===== config.mk =====
export PLATFORM = sky130hd
export DESIGN_NAME = i2c_codec_responder
export DESIGN_NICKNAME = d
export VERILOG_FILES = /design/src/rtl/i2c_resp_pkg.sv /design/src/rtl/i2c_line_sync.sv /design/src/rtl/i2c_codec_responder.sv
export SDC_FILE = /design/constraint.sdc
export NUM_CORES = 1
export LEC_CHECK = 0
export BUFFER_PORTS_ARGS = -buffer_cell sky130_fd_sc_hd__buf_2
export CORE_ASPECT_RATIO = 0.6
export CORE_MARGIN = 2
export CORE_UTILIZATION = 45
export CTS_CLUSTER_SIZE = 25
export DETAILED_ROUTE_END_ITERATION = 8
export PLACE_DENSITY = 0.76
export SLEW_MARGIN = 15
export SYNTH_ARGS = -nofsm -noshare
export SYNTH_HDL_FRONTEND = slang
export SYNTH_SLANG_ARGS = --single-unit

===== constraint.sdc =====
create_clock -name i_clk -period 4 [get_ports i_clk]
set_input_delay 0.4 -clock i_clk [delete_from_list [all_inputs] [get_ports i_clk]]
set_output_delay 0.4 -clock i_clk [all_outputs]
set_load 0.1 [all_outputs]

===== src/rtl/i2c_resp_pkg.sv =====
// Shared types and constants for the WM8731-style I2C control-port responder.
package i2c_resp_pkg;

   localparam int unsigned NUM_REGS  = 10;
   localparam logic [6:0]  RESET_REG = 7'h0F;

   // Packed with R9 in the top slot so REG_DEFAULTS[n] is the default of Rn.
   localparam logic [NUM_REGS-1:0][8:0] REG_DEFAULTS = {
      9'h000, 9'h000, 9'h00A, 9'h09F, 9'h008,
      9'h00A, 9'h079, 9'h079, 9'h097, 9'h097
   };

   typedef enum logic [2:0] {
      ST_IDLE     = 3'd0,
      ST_DEV_ADDR = 3'd1,
      ST_DEV_ACK  = 3'd2,
      ST_BYTE_HI  = 3'd3,
      ST_ACK_HI   = 3'd4,
      ST_BYTE_LO  = 3'd5,
      ST_ACK_LO   = 3'd6,
      ST_IGNORE   = 3'd7
   } state_t;

   typedef struct packed {
      logic [6:0] addr;
      logic [8:0] data;
   } reg_word_t;

   function automatic logic is_write_to(input logic [7:0] addr_byte, input logic [6:0] dev);
      return addr_byte == {dev, 1'b0};
   endfunction

endpackage


===== src/rtl/i2c_line_sync.sv =====
// Synchronizer, optional debounce filter (I2C_RESP_FILTER_EN) and edge pulses for one I2C line.
module i2c_line_sync #(
   parameter int unsigned SYNC_STAGES = 2,
   parameter int unsigned FILTER_LEN  = 4
) (
   input  logic i_clk,
   input  logic i_rst,
   input  logic i_line,
   output logic o_level,
   output logic o_rise,
   output logic o_fall
);

   logic [SYNC_STAGES-1:0] sync_q;
   logic                   synced;
   logic                   level;
   logic                   prev_q;

   // Idle I2C lines are high, so reset to 1 to avoid a spurious edge after reset.
   always_ff @(posedge i_clk or posedge i_rst) begin
      if (i_rst) begin
         sync_q <= '1;
      end else begin
         sync_q <= {sync_q[SYNC_STAGES-2:0], i_line};
      end
   end

   assign synced = sync_q[SYNC_STAGES-1];

`ifdef I2C_RESP_FILTER_EN
   localparam int unsigned CW = $clog2(FILTER_LEN + 1);

   logic [CW-1:0] cnt_q;
   logic          level_q;

   // Counts consecutive samples that disagree with the accepted level.
   always_ff @(posedge i_clk or posedge i_rst) begin
      if (i_rst) begin
         cnt_q   <= '0;
         level_q <= 1'b1;
      end else if (synced == level_q) begin
         cnt_q <= '0;
      end else if (cnt_q == CW'(FILTER_LEN - 1)) begin
         cnt_q   <= '0;
         level_q <= synced;
      end else begin
         cnt_q <= cnt_q + 1'b1;
      end
   end

   assign level = level_q;
`else
   assign level = synced;
`endif

   always_ff @(posedge i_clk or posedge i_rst) begin
      if (i_rst) begin
         prev_q <= 1'b1;
      end else begin
         prev_q <= level;
      end
   end

   assign o_level = level;
   assign o_rise  = level & ~prev_q;
   assign o_fall  = ~level & prev_q;

endmodule


===== src/rtl/i2c_codec_responder.sv =====
// WM8731 control-port I2C target: decodes 3-byte writes, ACKs them and keeps a 10x9 register file.
// Optional input debouncing is enabled with I2C_RESP_FILTER_EN.
module i2c_codec_responder
   import i2c_resp_pkg::*;
#(
   parameter logic [6:0]  DEV_ADDR    = 7'h1A,
   parameter int unsigned SYNC_STAGES = 2,
   parameter int unsigned FILTER_LEN  = 4
) (
   input  logic       i_clk,
   input  logic       i_rst,
   input  logic       i_scl,
   input  logic       i_sda,
   output logic       o_sda_oe,
   output logic       o_wr_valid,
   output logic [6:0] o_wr_addr,
   output logic [8:0] o_wr_data,
   output logic       o_addr_nack,
   output logic       o_busy,
   input  logic [3:0] i_reg_sel,
   output logic [8:0] o_reg_data
);

   logic scl_level, scl_rise, scl_fall;
   logic sda_level, sda_rise, sda_fall;
   logic start_cond, stop_cond;

   state_t                    state_q;
   logic [3:0]                bit_cnt_q;
   logic [7:0]                shift_q;
   logic [7:0]                hi_q;
   logic                      sda_oe_q;
   logic                      busy_q;
   logic                      wr_valid_q;
   logic                      nack_q;
   reg_word_t                 wr_word_q;
   logic [NUM_REGS-1:0][8:0]  regs_q;

   i2c_line_sync #(
      .SYNC_STAGES (SYNC_STAGES),
      .FILTER_LEN  (FILTER_LEN)
   ) u_scl_sync (
      .i_clk   (i_clk),
      .i_rst   (i_rst),
      .i_line  (i_scl),
      .o_level (scl_level),
      .o_rise  (scl_rise),
      .o_fall  (scl_fall)
   );

   i2c_line_sync #(
      .SYNC_STAGES (SYNC_STAGES),
      .FILTER_LEN  (FILTER_LEN)
   ) u_sda_sync (
      .i_clk   (i_clk),
      .i_rst   (i_rst),
      .i_line  (i_sda),
      .o_level (sda_level),
      .o_rise  (sda_rise),
      .o_fall  (sda_fall)
   );

   assign start_cond = sda_fall & scl_level;
   assign stop_cond  = sda_rise & scl_level;

   always_ff @(posedge i_clk or posedge i_rst) begin
      if (i_rst) begin
         state_q    <= ST_IDLE;
         bit_cnt_q  <= '0;
         shift_q    <= '0;
         hi_q       <= '0;
         sda_oe_q   <= 1'b0;
         busy_q     <= 1'b0;
         wr_valid_q <= 1'b0;
         nack_q     <= 1'b0;
         wr_word_q  <= '0;
      end else begin
         wr_valid_q <= 1'b0;
         nack_q     <= 1'b0;
         if (start_cond) begin
            state_q   <= ST_DEV_ADDR;
            bit_cnt_q <= '0;
            sda_oe_q  <= 1'b0;
            busy_q    <= 1'b1;
         end else if (stop_cond) begin
            state_q   <= ST_IDLE;
            bit_cnt_q <= '0;
            sda_oe_q  <= 1'b0;
            busy_q    <= 1'b0;
         end else begin
            case (state_q)
               ST_DEV_ADDR, ST_BYTE_HI, ST_BYTE_LO: begin
                  if (scl_rise && bit_cnt_q != 4'd8) begin
                     shift_q   <= {shift_q[6:0], sda_level};
                     bit_cnt_q <= bit_cnt_q + 4'd1;
                  end else if (scl_fall && bit_cnt_q == 4'd8) begin
                     // Falling edge after the 8th bit: enter the ACK clock.
                     bit_cnt_q <= '0;
                     if (state_q == ST_DEV_ADDR) begin
                        if (is_write_to(shift_q, DEV_ADDR)) begin
                           state_q  <= ST_DEV_ACK;
                           sda_oe_q <= 1'b1;
                        end else begin
                           state_q <= ST_IGNORE;
                           nack_q  <= 1'b1;
                        end
                     end else if (state_q == ST_BYTE_HI) begin
                        hi_q     <= shift_q;
                        state_q  <= ST_ACK_HI;
                        sda_oe_q <= 1'b1;
                     end else begin
                        state_q  <= ST_ACK_LO;
                        sda_oe_q <= 1'b1;
                     end
                  end
               end
               ST_DEV_ACK, ST_ACK_HI, ST_ACK_LO: begin
                  if (scl_fall) begin
                     sda_oe_q <= 1'b0;
                     if (state_q == ST_DEV_ACK) begin
                        state_q <= ST_BYTE_HI;
                     end else if (state_q == ST_ACK_HI) begin
                        state_q <= ST_BYTE_LO;
                     end else begin
                        state_q        <= ST_IGNORE;
                        wr_valid_q     <= 1'b1;
                        wr_word_q.addr <= hi_q[7:1];
                        wr_word_q.data <= {hi_q[0], shift_q};
                     end
                  end
               end
               default: ;
            endcase
         end
      end
   end

   // The register file updates from the committed word, one cycle behind o_wr_valid.
   always_ff @(posedge i_clk or posedge i_rst) begin
      if (i_rst) begin
         regs_q <= REG_DEFAULTS;
      end else if (wr_valid_q) begin
         if (wr_word_q.addr < 7'(NUM_REGS)) begin
            regs_q[wr_word_q.addr[3:0]] <= wr_word_q.data;
         end else if (wr_word_q.addr == RESET_REG) begin
            regs_q <= REG_DEFAULTS;
         end
      end
   end

   always_comb begin
      o_reg_data = 9'h000;
      if (i_reg_sel < 4'(NUM_REGS)) begin
         o_reg_data = regs_q[i_reg_sel];
      end
   end

   assign o_sda_oe    = sda_oe_q;
   assign o_wr_valid  = wr_valid_q;
   assign o_wr_addr   = wr_word_q.addr;
   assign o_wr_data   = wr_word_q.data;
   assign o_addr_nack = nack_q;
   assign o_busy      = busy_q;

endmodule


==> impl_results.md, run 1 <==
* Result of the run: completed
* Die H at 95.7 microns
* Critical Path Start Type: input pin
* Min-delay worst type: in -> reg
* Flop pwr share at 45.7%
* Number of cell rows at 33
* Post-CTS Hold Fix Bufs at 0
* Final Critical Period at 2.77 ns
* Synth unique cells at 56
* Max clock buf depth at 2
* Initial antenna violation count at 0
* Hold depth at 1
* Total placed instance area at 0.00662 sq mm
* Number of diodes at 0
* Initial core utilization at 46.1%
* Period utilisation layout at 69.3%
* CP Cell Sequence: buf_2 -> mux4_2 -> a21oi_1 -> o21ai_0 -> buf_2
* Largest net degree at the start of global routing at 84
* Logic pwr share at 6.9%
* Fin util at 52.8%
* Seq/Total Area, Yosys at 55.9%
* Placed wire-length estimate at 10.8 mm
* Top-Level Pins at 37
* Critical path data arrival time at 2.37 ns
* H-tree depth at 4
* Total track usage at 23.3%
* Share of cells above drive strength 1 at 32.6%
* Routability cong. at 0.920
* Compound-Gate Fraction of Synth Area at 16.3%
* Remaining DRCs at 0
* DR pass1 iterations at 4
* Max cap viols at 0
* WP data required at 3.60 ns
* Crit-path max cell delay at 0.69 ns
* Met2 Use GR at 30.6%
* Post-DR wirelength/cell at 22.6 microns
* Syn Nets at 501
* Worst skew pair latency at 0.42 ns
* Top-count cell post-synth: dfrtp_1
* Syn_area_per_cell at 12.8 sq um
* Int Pwr at 2.57 mW
* Num Clock Sinks at 139
* Post-CTS setup buffer count at 0
* YS warnings at 0
* Max Slew Vio Count at 0
* Largest family of logic cells by synthesized area: compound AO/OA/AOI/OAI gates
* Synth Area in XOR/XNOR at 0.556%
* Global route hottest layer: met1
* Final Hold Vio Count at 0
* Die ar. at 0.0150 sq mm
* RSZ-0062 raised after global routing: false
* Net Sw Power at 0.845 mW
* Post-Synth Adder-Cell Area at 0.397%
* Vias per cell at 6.21
* EDFF count, synth at 0
* I/O Buffers at 36
* Post-synthesis simple-gate area fraction at 10.2%
* Worst path most repeated cell: buf_2
* Max VDD drop at 0.292 mV
* CTS root buf: clkbuf_16
* Number of global-route vias before repair at 4440
* Cells after Synth at 491
* Routed wire length at 16.3 mm
* PwrDens at 473 mW/mm^2
* Slowest cell on the critical path: buf_2
* Top_reg_cell synth: dfrtp_1
* Worst-margin pin slew at 1.04 ns
* Mapped Area at 0.00630 sq mm
* ANT nets after route at 0
* Synthesis-to-finish area growth at 14.6%
* First-pass GRT wire length at 25.7 mm
* Switching Share at 24.8%
* Met3 GRT Util at 8.95%
* Core ar. at 0.0137 sq mm
* Fmax at 361 MHz
* Critical path class: in -> out
* CTS buffer count at 17
* DR vias at 4481
* Resize count post-CTS at 0
* Top post-synthesis cells by area: dfrtp_1 (41%), dfstp_2 (15%), a22o_1 (8.2%), mux4_2 (6.4%), mux2_2 (5.7%)
* NumNets Final at 527
* Leak Pwr at 3.19 nW
* Grt ovf at 0
* WP depth at 5
* Reg2Reg Depth at 4
* Crit-path leading delay family: buffers and inverters
* Synth top area share at 40.5%
* Share of flip-flops with an asynchronous set or reset at 100%
* Post-synth top cells: dfrtp_1 (102), a22o_1 (59), dfstp_2 (37), mux2_2 (32), clkbuf_1 (25)
* Met1 GRT Util at 34.1%
* Post-layout instance area at 0.00722 sq mm
* Leading area contributor after synthesis: dfrtp_1
* Chip width at 157 microns
* Slew Limit Headroom at 30.9%
* CTS tree: yes
* Clock Power Share at 47.4%
* Fin Clk Skew at 0.0101 ns
* Count of final setup violators at 0
* Worst-path fanout max at 27
* Clk slew on worst S/H paths at 0.06 ns
* #FFs+latches synth at 139
* Final TNS setup at 0 ns
* CP endpoint kind: output port
* Buf/Inv on CP at 2
* Post-synthesis mux area share at 13.7%
* Initial DRC count at 355
==> layout by cell type, fill, tap and decap left out, drive strengths merged, types with 15 or more instances in the layout <==
cell type and count:
nor2 25, clkbuf 18, buf 39, a21oi 16, dfstp 37, nand2 15
dfrtp 102, a22o 59, mux2 32, o22a 21, mux4 18, nand3 18
==> registers in the layout (all words and copies together), names as in the netlist <==
register / cells
u_sda_sync.prev_q: 1
regs_q: 90
u_scl_sync.sync_q: 2
o_sda_oe: 1
u_sda_sync.sync_q: 2
o_wr_valid: 1
o_wr_addr: 7
u_scl_sync.prev_q: 1
hi_q: 8
state_q: 3
shift_q: 8
o_wr_data: 9
bit_cnt_q: 4
o_addr_nack: 1
o_busy: 1
==> final timing paths <==
kind | slack, ns | from | to
worst max-delay path | 1.23 | i_reg_sel[0] | o_reg_data[8]
worst min-delay path | 0.07 | i_scl | u_scl_sync.sync_q[0]
worst max register to register | 1.71 | o_wr_addr[4] | regs_q[42]
worst min register to register | 0.36 | u_sda_sync.sync_q[0] | u_sda_sync.sync_q[1]
max in group asynchronous | 2.98 | i_rst | regs_q[51]
min in group asynchronous | 0.21 | i_rst | o_wr_data[2]
==> final cells by class <==
class,count,area (sq um)
Fill cell,1123,6440
Tap cell,192,240
Clock inverter,14,168
Timing Repair Buffer,39,203
Inverter,12,48.8
Sequential cell,139,3520
Multi-Input combinational cell,308,2600
Clock buffer,18,439
==> cells by family after synthesis <==
kind of cell    count (synthesis)
flops                         139
compound gates                132
simple gates                  110
mux                            60
buf+inv                        44
xor+xnor                        4
fa+ha+maj                       2
==> metal layers <==
| metal | routed length [microns] | part of all wire (%) |
|---|---|---|
| met1 | 7390 | 45 |
| met2 | 6780 | 42 |
| met3 | 1720 | 11 |
| met4 | 448 | 2.7 |
| met5 | 0 | 0 |
==> power by group through the flow <==
stage / clock network (mW) / registers, mW / logic, mW
final: 1.62 / 1.56 / 0.236
after global placement: 0 / 1.57 / 0.221
after CTS: 1.64 / 1.55 / 0.236
after detailed placement: 0 / 1.58 / 0.235
after floorplan: 0 / 1.55 / 0.188
after global routing: 1.70 / 1.57 / 0.262
==> per-stage QoR <==
stage               hold WS (ns)  setup slack (ns)  power [mW]  std cells
detailed placement         0.347              1.27        1.81        690
finish                    0.0748              1.23        3.41        722
floorplan                  0.345             0.108        1.74        491
CTS                       0.0596              1.24        3.43        722
global placement           0.347              1.32        1.79        690
global route              0.0571              1.10        3.53        722
Note: power is estimated with default switching activity, not from simulation.
==> run 2: changes to the inputs <==
--- a/config.mk
+++ b/config.mk
@@ -11,7 +11,7 @@
 export CORE_UTILIZATION = 45
 export CTS_CLUSTER_SIZE = 25
 export DETAILED_ROUTE_END_ITERATION = 8
-export PLACE_DENSITY = 0.76
+export PLACE_DENSITY = 0.74
 export SLEW_MARGIN = 15
 export SYNTH_ARGS = -nofsm -noshare
 export SYNTH_HDL_FRONTEND = slang
==> constraint.sdc (replaced) <==
create_clock -name i_clk -period 2.71 [get_ports i_clk]
set_input_delay 0.271 -clock i_clk [delete_from_list [all_inputs] [get_ports i_clk]]
set_output_delay 0.271 -clock i_clk [all_outputs]
set_load 0.1 [all_outputs]
==> run 2 against run 1 <==
  * Setup slack worse by 0.88 ns
  * Cell count up 1.4%
  * First-iteration DRC count up 57%
  * Global-route usage up 0.44 points
  * Register-to-register slack worse by 1.3 ns
  * Critical path depth down 1
  * Critical path type is now reg -> out
  * Critical endpoint is now o_reg_data[5]
  * Highest routed layer unchanged
==> impl_results.md, run 2 (same netlist as run 1, synthesis figures left out) <==
* Result of the run: completed (unchanged)
* Final TNS setup at 0 ns (unchanged)
* Placed wire-length estimate at 11.2 mm (was 10.8 mm)
* Die ar. at 0.0150 sq mm (unchanged)
* Largest net degree at the start of global routing at 140 (was 84)
* Total placed instance area at 0.00670 sq mm (was 0.00662 sq mm)
* Grt ovf at 0 (unchanged)
* Final Critical Period at 2.36 ns
* Worst-margin pin slew at 0.795 ns (was 1.04 ns)
* Leak Pwr at 3.26 nW (was 3.19 nW)
* Max Slew Vio Count at 0 (unchanged)
* Max VDD drop at 0.373 mV (was 0.292 mV)
* Critical path class: reg -> out (was in -> out)
* Die H at 95.7 microns (unchanged)
* Initial antenna violation count at 0 (unchanged)
* Clk slew on worst S/H paths at 0.06 ns (about the same)
* Fin Clk Skew at 0.0111 ns (was 0.0101 ns)
* Initial DRC count at 556 (was 355)
* Top-Level Pins at 37 (unchanged)
* Num Clock Sinks at 139 (unchanged)
* Slowest cell on the critical path: mux4_2 (was buf_2)
* Multi-input combinational cell area at 0.00261 sq mm (was 0.00260 sq mm)
* Slew Limit Headroom at 46.7% (was 30.9%)
* Routability cong. at 0.912 (was 0.920)
* Min-delay worst type: in -> async (was in -> reg)
* I/O Buffers at 36 (unchanged)
* Buf/Inv on CP at 1 (was 2)
* Commonest non-fill, non-tap cell in the layout: dfrtp_1 (unchanged)
* Vias per cell at 6.13 (was 6.21)
* ANT nets after route at 0 (unchanged)
* Routed wire length at 16.5 mm (was 16.3 mm)
* CP endpoint kind: output port (unchanged)
* Share of cells above drive strength 1 at 33.5% (was 32.6%)
* Number of cell rows at 33 (unchanged)
* Worst skew pair latency at 0.43 ns (was 0.42 ns)
* Initial core utilization at 46.1% (unchanged)
* H-tree depth at 4 (unchanged)
* Number of global-route vias before repair at 4365 (was 4440)
* Crit-path max cell delay at 0.50 ns (was 0.69 ns)
* CTS buffer count at 17 (unchanged)
* PwrDens at 700 mW/mm^2 (was 473 mW/mm^2)
* Final Hold Vio Count at 0 (unchanged)
* Period utilisation layout at 87.2%
* Max clock buf depth at 2 (unchanged)
* NumNets Final at 537 (was 527)
* Synthesis-to-finish area growth at 16.5% (was 14.6%)
* Post-DR wirelength/cell at 22.6 microns (about the same)
* Max cap viols at 0 (unchanged)
* Chip width at 157 microns (unchanged)
* Post-route setup slack at 0.346 ns (was 1.23 ns)
* Fin util at 53.7% (was 52.8%)
* Post-layout instance area at 0.00734 sq mm (was 0.00722 sq mm)
* RSZ-0062 raised after global routing: false (unchanged)
* Most frequent cells in the layout: dfrtp_1 (102), a22o_1 (59), dfstp_2 (37) (unchanged)
* FILL cells at 1106 (was 1123)
* WHS at 0.00990 ns (was 0.0748 ns)
* Critical path data arrival time at 2.09 ns (was 2.37 ns)
* Post-CTS setup buffer count at 0 (unchanged)
* DR pass1 iterations at 8 (was 4)
* CTS root buf: clkbuf_16 (unchanged)
* CP Cell Sequence: mux4_2 -> a21oi_1 -> o21ai_1 -> buf_2 (was buf_2 -> mux4_2 -> a21oi_1 -> o21ai_0 -> buf_2)
* Max reg flops at 90 (unchanged)
* WP data required at 2.44 ns (was 3.60 ns)
* Crit-path leading delay family: multiplexers (was buffers and inverters)
* CTS tree: yes (unchanged)
* Register Area at 0.00352 sq mm (unchanged)
* First-pass GRT wire length at 25.9 mm (was 25.7 mm)
* Core ar. at 0.0137 sq mm (unchanged)
* DR vias at 4486 (was 4481)
* Pre-CTS setup slack at 0.435 ns (was 1.27 ns)
* Fmax at 423 MHz
* Total track usage at 23.7% (was 23.3%)
* Count of final setup violators at 0 (unchanged)
* Number of diodes at 0 (unchanged)
* Critical Path Start Type: register (was input pin)
* Most flop-heavy register: regs_q (unchanged)
* Remaining DRCs at 0 (unchanged)
* Worst-path fanout max at 2 (was 27)
## run 2: changes by cell type in the layout (fill, tap and decap cells not counted), sizes merged, moves of 2 or more
cell / delta
buf: +8
inv: -2
dlygate4sd3: +2
clkbuf: +3
## run 2: metal layers
layer | GRT usage [%] | up-vias | routed length [microns]
met5 | 0 | - | 0
met4 | 6.80 | 0 | 249
met3 | 7.59 | 24 | 1650
met2 | 32.7 | 231 | 6910
met1 | 35.7 | 2290 | 7710
li1 | - | 1941 | -
## run 2: what timing repair did
action	4_1_cts	5_1_grt
hold buffers	2	0
gates resized for setup	0	0
endpoints found under the setup margin	0	0
endpoints found under the hold margin	2	0
## run 2: worst register-to-register path, delay by kind of cell (launching register included)
| family | cells | cell delay, ns |
|---|---|---|
| and+or+nand+nor | 3 | 1.64 |
| DFF | 1 | 0.41 |
| AOI/OAI and AO/OA | 1 | 0.21 |
## run 2: final cells by class
cell class	instances	share of cell area (%)
Timing Repair Buffer	49	4.02
Clock buffer	21	6.27
Inverter	12	0.665
Clock inverter	11	2.28
Multi-Input combinational cell	308	35.5
Sequential cell	139	48.0
Tap cell	192	3.27
## run 2: through the flow
| step | power [mW] | instances |
|---|---|---|
| 5_1_grt | 5.30 | 732 |
| 3_5_place_dp | 2.69 | 698 |
| 4_1_cts | 5.15 | 732 |
| 3_3_place_gp | 2.66 | 698 |
| 6_report | 5.14 | 732 |
| 2_1_floorplan | 2.56 | 491 |
## run 2: worst paths after layout
kind / start / to / slack (ns) / depth (start not counted)
setup / recovery: regs_q[5] / o_reg_data[5] / 0.35 / 4
max in group asynchronous: i_rst / hi_q[5] / 2.06 / 3
hold reg to reg: u_sda_sync.sync_q[0] / u_sda_sync.sync_q[1] / 0.36 / 0
min in group i_clk: u_sda_sync.sync_q[0] / u_sda_sync.sync_q[1] / 0.36 / 0
hold / removal: i_rst / bit_cnt_q[2] / 0.01 / 3
setup reg to reg: o_wr_addr[4] / regs_q[43] / 0.39 / 4
## run 2: report_power, final
| group | switching (mW) | internal (mW) |
|---|---|---|
| combinational | 0.205 | 0.161 |
| clock | 0.896 | 1.59 |
| sequential | 0.123 | 2.17 |
| total | 1.22 | 3.92 |
==> run 3: changes to the inputs <==
--- a/config.mk
+++ b/config.mk
@@ -7,10 +7,11 @@
 export LEC_CHECK = 0
 export BUFFER_PORTS_ARGS = -buffer_cell sky130_fd_sc_hd__buf_2
 export CORE_ASPECT_RATIO = 0.6
-export CORE_MARGIN = 2
+export CORE_MARGIN = 4
 export CORE_UTILIZATION = 45
 export CTS_CLUSTER_SIZE = 25
 export DETAILED_ROUTE_END_ITERATION = 8
+export MAX_ROUTING_LAYER = met4
 export PLACE_DENSITY = 0.74
 export SLEW_MARGIN = 15
 export SYNTH_ARGS = -nofsm -noshare
==> run 3 against run 2 <==
  * Final area fell by 0.15%
  * Sequential cell count unchanged
  * Utilization fell by 0.082 points
  * Die area up 6.8%
  * Cell count down 0.68%
  * Setup slack better by 0.068 ns
  * Sequential power about the same
  * Worst hold slack gained 0.052 ns
  * Total power increased by 1.3%
  * Critical endpoint is now o_reg_data[0]
  * Highest routed layer unchanged
==> impl_results.md, run 3 (same netlist as run 1, synthesis figures left out) <==
* RSZ-0062 raised after global routing: false (unchanged)
* Post-DR wirelength/cell at 22.3 microns (was 22.6 microns)
* Min-delay worst type: in -> async (unchanged)
* Met1 GRT Util at 31.8% (was 35.7%)
* ANT nets after route at 0 (unchanged)
* Flop pwr share at 44.0% (was 44.6%)
* Worst setup path startpoint: regs_q[9] (was regs_q[5])
* Pre-CTS setup slack at 0.486 ns (was 0.435 ns)
* Critical Path Start Type: register (unchanged)
* Post-route setup slack at 0.413 ns (was 0.346 ns)
* Max Slew Vio Count at 0 (unchanged)
* Critical path class: reg -> out (unchanged)
* Period utilisation layout at 84.7% (was 87.2%)
* Worst-margin pin slew at 0.868 ns (was 0.795 ns)
* Die H at 99.7 microns (was 95.7 microns)
* Post-CTS Hold Fix Bufs at 2 (unchanged)
* Net Sw Power at 1.20 mW (was 1.22 mW)
* Leak Pwr at 3.25 nW (was 3.26 nW)
* Top-Level Pins at 37 (unchanged)
* Clock Power Share at 49.2% (was 48.3%)
* Total track usage at 22.1% (was 23.7%)
* Final Non-Filler Cells at 727 (was 732)
* Number of diodes at 0 (unchanged)
* Global route hottest layer: met1 (unchanged)
* Met3 GRT Util at 6.63% (was 7.59%)
* DR vias at 4487 (was 4486)
* CTS buffer count at 17 (unchanged)
* Resize count post-CTS at 0 (unchanged)
* First-pass GRT wire length at 26.3 mm (was 25.9 mm)
* Most frequent cells in the layout: dfrtp_1 (102), a22o_1 (59), dfstp_2 (37) (unchanged)
* Commonest non-fill, non-tap cell in the layout: dfrtp_1 (unchanged)
* Reg2Reg Depth at 4 (unchanged)
* CTS tree: yes (unchanged)
* Remaining DRCs at 0 (unchanged)
* Worst r2r src: o_wr_addr[4] (unchanged)
* Largest net degree at the start of global routing at 140 (unchanged)
* Die ar. at 0.0160 sq mm (was 0.0150 sq mm)
* Initial DRC count at 316 (was 556)
* Routability cong. at 0.903 (was 0.912)
* Synthesis-to-finish area growth at 16.4% (was 16.5%)
* DR pass1 iterations at 4 (was 8)
* Max cap viols at 0 (unchanged)
* Critical path data arrival time at 2.03 ns (was 2.09 ns)
* Met2 Use GR at 29.7% (was 32.7%)
* Reg2reg setup slack at 0.46 ns (was 0.39 ns)
* Final TNS setup at 0 ns (unchanged)
* Fin util at 53.6% (was 53.7%)
* Max clock buf depth at 2 (unchanged)
* Clk slew on worst S/H paths at 0.06 ns (about the same)
* WHS at 0.0622 ns (was 0.00990 ns)
* Share of cells above drive strength 1 at 32.9% (was 33.5%)
* Initial antenna violation count at 0 (unchanged)
* Placed cell count at 693 (was 698)
* Core ar. at 0.0137 sq mm (unchanged)
* Number of cell rows at 33 (unchanged)
* Slew Limit Headroom at 41.6% (was 46.7%)
* CP endpoint kind: output port (unchanged)
* PwrDens at 710 mW/mm^2 (was 700 mW/mm^2)
* Fin Clk Skew at 0.00888 ns (was 0.0111 ns)
* Post-CTS setup buffer count at 0 (unchanged)
* Power Total at 5.21 mW (was 5.14 mW)
* Logic pwr share at 6.7% (was 7.1%)
* Grt ovf at 0 (unchanged)
* Number of global-route vias before repair at 4547 (was 4365)
* Final Critical Period at 2.30 ns (was 2.36 ns)
* Switching Share at 23.1% (was 23.8%)
* Final Hold Vio Count at 0 (unchanged)
* Max VDD drop at 0.392 mV (was 0.373 mV)
* WP data required at 2.44 ns (about the same)
* Count of final setup violators at 0 (unchanged)
* Post-layout instance area at 0.00733 sq mm (was 0.00734 sq mm)
* H-tree depth at 4 (unchanged)
* Initial core utilization at 46.1% (unchanged)
* Max reg flops at 90 (unchanged)
* Result of the run: completed (unchanged)
* Worst-path fanout max at 2 (unchanged)
* Total placed instance area at 0.00666 sq mm (was 0.00670 sq mm)
* I/O Buffers at 36 (unchanged)
* CTS root buf: clkbuf_16 (unchanged)
* Num Clock Sinks at 139 (unchanged)
* Reg2Reg Capture Point: regs_q[38] (was regs_q[43])
* Chip width at 161 microns (was 157 microns)
* Int Pwr at 4.00 mW (was 3.92 mW)
* Vias per cell at 6.17 (was 6.13)
* Routed wire length at 16.2 mm (was 16.5 mm)
* NumNets Final at 532 (was 537)
* Worst skew pair latency at 0.42 ns (was 0.43 ns)
* Most flop-heavy register: regs_q (unchanged)
* Placed wire-length estimate at 11.0 mm (was 11.2 mm)
* Fmax at 435 MHz (was 423 MHz)
-- run 3: power by group through the flow --
stage,Sequential [mW],Combinational [mW],Clock [mW]
final,2.29,0.351,2.56
after global routing,2.31,0.392,2.70
after CTS,2.29,0.354,2.59
after detailed placement,2.33,0.350,0
after global placement,2.32,0.332,0
after floorplan,2.28,0.278,0
-- run 3: how the worst max path moves through the flow --
stage                                to  slack (ns)
after floorplan           o_reg_data[0]        0.06
after global placement       regs_q[42]        0.59
after detailed placement     regs_q[36]        0.49
after CTS                 o_reg_data[0]        0.44
after global routing         regs_q[76]        0.31
final                     o_reg_data[0]        0.41
-- run 3: layout make-up --
class | instances | area (sq um)
tap | 192 | 240
timing repair buffer | 44 | 258
inverter | 12 | 48.8
clock inverter | 11 | 194
sequential | 139 | 3520
clock buffer | 21 | 460
multi-input combinational | 308 | 2610
fill | 1139 | 6330
-- run 3: worst max-delay path, stage by stage, from the launching register on --
cell,delay (ns)
dfstp_2,0.53
mux4_2,0.29
a21oi_1,0.09
o21ai_1,0.21
buf_2,0.47
-- run 3: routing by layer --
layer  vias to the layer above  share of wire [%]
li1                       1925                  -
met1                      2344                 46
met2                       186                 43
met3                        32                9.0
met4                         0                2.1
met5                         -                  0
